<file path="src/rtl/icache_pkg.sv">
// Shared types and address slicing for the direct-mapped instruction cache.
package icache_pkg;

    localparam int INDEX_BITS = 6;
    localparam int TAG_BITS   = 30 - INDEX_BITS;
    localparam int LINES      = 1 << INDEX_BITS;

    typedef enum logic [1:0] {
        IDLE = 2'd0,
        REQ  = 2'd1,
        WAIT = 2'd2
    } state_t;

    function automatic logic [INDEX_BITS-1:0] idx_of(input logic [31:0] pc);
        return pc[INDEX_BITS+1:2];
    endfunction

    function automatic logic [TAG_BITS-1:0] tag_of(input logic [31:0] pc);
        return pc[31:INDEX_BITS+2];
    endfunction

endpackage

</file>
<file path="src/rtl/icache_array.sv">
// Valid/tag/data storage: combinational read port, synchronous write port.
module icache_array
    import icache_pkg::*;
(
    input  logic                  clk_in,
    input  logic                  rst_in,
    input  logic                  we,
    input  logic [INDEX_BITS-1:0] widx,
    input  logic [TAG_BITS-1:0]   wtag,
    input  logic [31:0]           wdata,
    input  logic [INDEX_BITS-1:0] ridx,
    output logic                  rvalid,
    output logic [TAG_BITS-1:0]   rtag,
    output logic [31:0]           rdata
);

    logic [LINES-1:0]    valid;
    logic [TAG_BITS-1:0] tags [LINES];
    logic [31:0]         data [LINES];

    always_ff @(posedge clk_in or posedge rst_in) begin
        if (rst_in) begin
            valid <= '0;
        end else if (we) begin
            valid[widx] <= 1'b1;
        end
    end

    // Tag and data need no reset; the valid bit guards them.
    always_ff @(posedge clk_in) begin
        if (we) begin
            tags[widx] <= wtag;
            data[widx] <= wdata;
        end
    end

    assign rvalid = valid[ridx];
    assign rtag   = tags[ridx];
    assign rdata  = data[ridx];

endmodule

</file>
<file path="src/rtl/icache_ctrl.sv">
// Direct-mapped one-word-line icache controller between IFU and memctrl.
module icache_ctrl
    import icache_pkg::*;
(
    input  logic        clk_in,
    input  logic        rst_in,
    input  logic        rdy_in,
    input  logic        fetch_valid,
    input  logic [31:0] fetch_pc,
    output logic        fetch_ready,
    output logic        inst_valid,
    output logic [31:0] inst,
    output logic [31:0] inst_pc,
    input  logic        flush,
    output logic        mem_req,
    output logic [31:0] mem_addr,
    input  logic        mem_received,
    input  logic        mem_done,
    input  logic [31:0] mem_data,
    output logic [31:0] hit_count,
    output logic [31:0] miss_count
);

    state_t              state;
    logic                drop;
    logic                rvalid;
    logic [TAG_BITS-1:0] rtag;
    logic [31:0]         rdata;
    logic                accept;
    logic                hit;
    logic                fill;

    assign fetch_ready = (state == IDLE) && !flush;
    assign accept      = rdy_in && fetch_valid && fetch_ready;
    assign hit         = rvalid && (rtag == tag_of(fetch_pc));
    // mem_addr holds the miss address for the whole transaction.
    assign fill        = rdy_in && (state == WAIT) && mem_done;

    icache_array u_array (
        .clk_in (clk_in),
        .rst_in (rst_in),
        .we     (fill),
        .widx   (idx_of(mem_addr)),
        .wtag   (tag_of(mem_addr)),
        .wdata  (mem_data),
        .ridx   (idx_of(fetch_pc)),
        .rvalid (rvalid),
        .rtag   (rtag),
        .rdata  (rdata)
    );

    always_ff @(posedge clk_in or posedge rst_in) begin
        if (rst_in) begin
            state      <= IDLE;
            drop       <= 1'b0;
            mem_req    <= 1'b0;
            mem_addr   <= '0;
            inst_valid <= 1'b0;
            inst       <= '0;
            inst_pc    <= '0;
            hit_count  <= '0;
            miss_count <= '0;
        end else if (rdy_in) begin
            unique case (state)
                IDLE: begin
                    inst_valid <= 1'b0;
                    if (accept && hit) begin
                        inst_valid <= 1'b1;
                        inst       <= rdata;
                        inst_pc    <= fetch_pc;
                        if (hit_count != '1) hit_count <= hit_count + 1'b1;
                    end else if (accept) begin
                        mem_req  <= 1'b1;
                        mem_addr <= {fetch_pc[31:2], 2'b00};
                        state    <= REQ;
                        if (miss_count != '1) miss_count <= miss_count + 1'b1;
                    end
                end
                REQ: begin
                    if (flush) drop <= 1'b1;
                    if (mem_received) begin
                        mem_req <= 1'b0;
                        state   <= WAIT;
                    end
                end
                WAIT: begin
                    if (mem_done) begin
                        state <= IDLE;
                        drop  <= 1'b0;
                        // A flush landing on the fill cycle also kills the reply.
                        if (!drop && !flush) begin
                            inst_valid <= 1'b1;
                            inst       <= mem_data;
                            inst_pc    <= mem_addr;
                        end
                    end else if (flush) begin
                        drop <= 1'b1;
                    end
                end
                default: state <= IDLE;
            endcase
        end
    end

endmodule

</file>
<file path="config.mk">
export PLATFORM = sky130hd
export DESIGN_NAME = icache_ctrl
export DESIGN_NICKNAME = d
export VERILOG_FILES = /design/src/rtl/icache_pkg.sv /design/src/rtl/icache_array.sv /design/src/rtl/icache_ctrl.sv
export SDC_FILE = /design/constraint.sdc
export NUM_CORES = 2
export LEC_CHECK = 0
export ABC_AREA = 1
export ABC_CLOCK_PERIOD_IN_PS = 16200
export CAP_MARGIN = 20
export CORE_UTILIZATION = 49
export CTS_CLUSTER_SIZE = 16
export DETAILED_ROUTE_END_ITERATION = 10
export REMOVE_ABC_BUFFERS = 1
export SLEW_MARGIN = 20
export SYNTH_ARGS = -nofsm -noshare
export SYNTH_HDL_FRONTEND = slang
export SYNTH_SLANG_ARGS = --single-unit
</file>
<file path="constraint.sdc">
create_clock -name clk_in -period 16.2 [get_ports clk_in]
set_input_delay 3.24 -clock clk_in [delete_from_list [all_inputs] [get_ports clk_in]]
set_output_delay 3.24 -clock clk_in [all_outputs]
set_load 0.01 [all_outputs]
</file>
==> flow_metrics.env <==
export IMPL_final_setup_viol_count=0
export IMPL_die_area_sq_um=315000
export IMPL_power_density_nw_per_um2=135
export IMPL_io_buffer_count=231
export IMPL_layout_filler_cells=25226
export IMPL_worst_hold_slack_ns=0.457
export IMPL_worstRegToRegCells=10
export IMPL_drv_cap=0
export IMPL_starting_drc_count_in_detailed_routing=14931
export IMPL_clk_transition_reported_paths_ns=0.06
export IMPL_routed_wirelength_microns=496000
export IMPL_timing_critical_path_to_type="register"
export IMPL_synth_yosys_warnings=0
export IMPL_ir_worst_vdd_uv=97.9
export IMPL_post_dp_hpwl_microns=254000
export IMPL_cts_sink_count=3811
export IMPL_critPathBufInv=8
export IMPL_global_route_overflow_total=0
export IMPL_syn_mean_instance_area_sq_um=12.3
export IMPL_worst_setup_path_startpoint="fetch_pc[2]"
export IMPL_cts_made_buffers=393
export IMPL_report_final_slew_viol_count=0
export IMPL_timing_critical_path_arrival_ns=10.74
export IMPL_power_leakage_uw=0.0587
export IMPL_kind_of_cell_adding_the_most_delay_to_the_critical_path="buffers and inverters"
export IMPL_critPathRequiredTime_ns=17.11
export IMPL_post_synthesis_instance_total=12437
export IMPL_dpl_worst_slack_ns=5.72
export IMPL_r2r_slack_ns=10.57
export IMPL_num_vias=105963
export IMPL_finish_net_count=12557
export IMPL_timing_critical_path_depth=26
export IMPL_outcome="finished, final reports clean"
export IMPL_chipHeight_microns=561
export IMPL_cts_hold_repair_buffers=0
export IMPL_drt_pre_antenna_iters=6
export IMPL_cp_start_kind="input port"
export IMPL_hold_path_class="register to register"
export IMPL_critPathMaxStageDelay_ns=0.87
export IMPL_global_route_wire_length_before_repair_microns=706000
export IMPL_fin_ws_ns=6.38
export IMPL_antenna_violating_nets_post_route=0
export IMPL_post_layout_util_pct=55.5
export IMPL_post_cts_setup_buffers=0
export IMPL_crit_path_max_fanout=162
export IMPL_die_w_microns=561
export IMPL_cts_repair_resized=0
export IMPL_cts_path_max_buffers=4
export IMPL_cts_root_buf="clkbuf_16"
export IMPL_start_util_pct=49.4
export IMPL_synth_seq_area_share_pct=74.0
export IMPL_yosys_register_bits=3811
export IMPL_rsz0062_at_grt="false"
export IMPL_clock_tree_from_tritoncts="done"
export IMPL_number_of_vias_per_cell_after_detailed_routing=6.26
export IMPL_criticalPathCategory="input port to register"
export IMPL_routed_wire_per_std_cell_microns=29.3
export IMPL_cp_slowest_cell="inv_8"
export IMPL_worst_r2r_endpoint="u_array.data[24][7]"
export IMPL_drive_above_1_share_pct=7.98
export IMPL_track_usage_pct=30.9
export IMPL_floorplan_rows=204
export IMPL_cts_htree_levels=5
export IMPL_timing_final_crit_period_ns=9.82
export IMPL_timing_max_slew_rel_slack_pct=10.6
export IMPL_worst_pin_slew_ns=1.34
export IMPL_critical_path_most_common_cell="nand2_1"
export IMPL_clock_skew_ns=0.0826
export IMPL_boundaryPins=234
export IMPL_area_delta_synth_final_pct=12.3
export IMPL_setup_worst_path_end="inst[14]"
export IMPL_achievable_frequency_mhz=102
export IMPL_ys_types=42
export IMPL_timing_rr_start="state[0]"
export IMPL_first_global_vias=99570
export IMPL_clk_latency_ns=1.00
export IMPL_report_final_hold_viol_count=0
export IMPL_pin_count_of_the_biggest_net_entering_global_routing=239
export IMPL_residual_drc=0
export IMPL_core_area_sq_um=310000
export IMPL_min_period_over_period_pct=60.6
export IMPL_syn_area_sq_um=153000
export IMPL_gpl_final_weighted_congestion=0.883
export IMPL_grt_antenna_before_repair=17
==> layout by cell type (no fill, tap or decap), types with 7 or more instances in the layout <==
cell type	n
a21oi_1	42
a31oi_1	29
buf_12	17
buf_2	30
buf_4	269
bufinv_16	32
clkbuf_1	93
clkbuf_16	395
clkbuf_8	12
clkdlybuf4s50_1	193
clkinv_1	78
clkinv_16	10
clkinv_2	68
clkinvlp_4	14
dfrtp_1	210
dfrtp_2	16
diode_2	8
edfxtp_1	3584
inv_1	130
inv_16	7
nand2_1	2222
nand3_1	1699
nand4_1	76
nor2_1	1346
nor2_4	68
nor3_1	20
nor4_1	14
o211ai_1	9
o21ai_0	1350
o21ai_1	40
o221ai_1	108
o22ai_1	467
o31ai_1	8
o32ai_1	11
or2_2	43
xnor2_1	13
xor2_1	27
==> worst min path at each step <==
stage,from,end,slack [ns],depth (start not counted)
2_1_floorplan,u_array.valid[10],u_array.valid[10],0.42,2
3_3_place_gp,u_array.valid[50],u_array.valid[50],0.44,2
3_5_place_dp,u_array.valid[46],u_array.valid[46],0.44,2
4_1_cts,u_array.valid[46],u_array.valid[46],0.46,2
5_1_grt,u_array.valid[33],u_array.valid[33],0.47,1
6_report,u_array.valid[38],u_array.valid[38],0.46,2
==> state kept, by name, indices dropped and copies added (netlist names) <==
signal and cells:
u_array.valid 64, mem_req 1, state 2, drop 1, inst_valid 1, u_array.data 2048, inst 32, miss_count 32
u_array.tags 1536, inst_pc 32, hit_count 32, mem_addr 30
==> layer usage <==
metal | share of wire (%) | wire length, microns | GRT usage, %
met1 | 40 | 197000 | 43.0
met2 | 46 | 228000 | 48.6
met3 | 10 | 50200 | 4.97
met4 | 4.2 | 20800 | 12.5
met5 | 0.0087 | 43 | 0
==> per-stage QoR <==
step,power (uW),setup TNS (ns),area (sq um),cells
CTS,23300,0,172000,16927
detailed placement,14400,0,159000,16204
floorplan,13100,-447.65,149000,11572
finish,23200,0,172000,16937
global route,23900,0,172000,16931
global placement,14400,0,159000,16204
==> cell usage after synthesis, drive strengths merged <==
library cell	count	area share [%]
inv	140	0.34
a211oi	2	0.0098
o31ai	8	0.039
o211a	1	0.0065
xor2	27	0.15
a31oi	29	0.12
and2	1	0.0041
nor4	14	0.057
nor4b	1	0.0057
xnor2	13	0.074
edfxtp	3584	70
clkbuf	416	1.0
or2	43	0.18
o221ai	108	0.62
ha	5	0.041
nand2	2227	5.5
dfrtp	227	3.7
nand4	76	0.31
nand3	1700	5.6
buf	450	1.7
o21ai	1390	4.5
o32ai	11	0.063
and3	1	0.0041
conb	1	0.0024
o22ai	467	1.9
o311ai	1	0.0057
nand3b	1	0.0049
o211ai	9	0.044
o2bb2ai	2	0.011
a221oi	3	0.017
nor3	21	0.072
a21oi	42	0.14
nor2	1416	3.5
==> cell type report <==
cell class                 instances  area (sq um)  area share (%)
antenna                            8          20.0          0.0116
clock buffer                     500         10400            6.05
clock inverter                   223          2310            1.34
inverter                         140           571           0.332
multi-input combinational       7621         35700            20.7
sequential                      3811        113000            65.9
tap                             4120          5150            3.00
timing repair buffer             514          4510            2.62
==> where the power goes <==
group	internal (uW)	total [uW]	switching, uW
clock	5080	8960	3890
sequential	11500	11800	224
combinational	622	2520	1890
==> cell families (layout without fill, tap and decap cells) <==
logic type / Yosys count / after routing / share of synthesized area [%]
simple gates: 5501 / 5501 / 15.1
flops: 3811 / 3811 / 74.0
compound gates: 2073 / 2073 / 7.52
buf+inv: 1006 / 1377 / 3.07
xor+xnor: 40 / 40 / 0.229
fa+ha+maj: 5 / 5 / 0.0409
other cells: 1 / 10 / 0.00245
==> tightest hold or removal path, cell delays in order, from the launching register on <==
cell,delay (ns)
dfrtp_1,0.32
inv_1,0.04
o21ai_0,0.06
No activity file was read; power rests on OpenSTA's default activity.
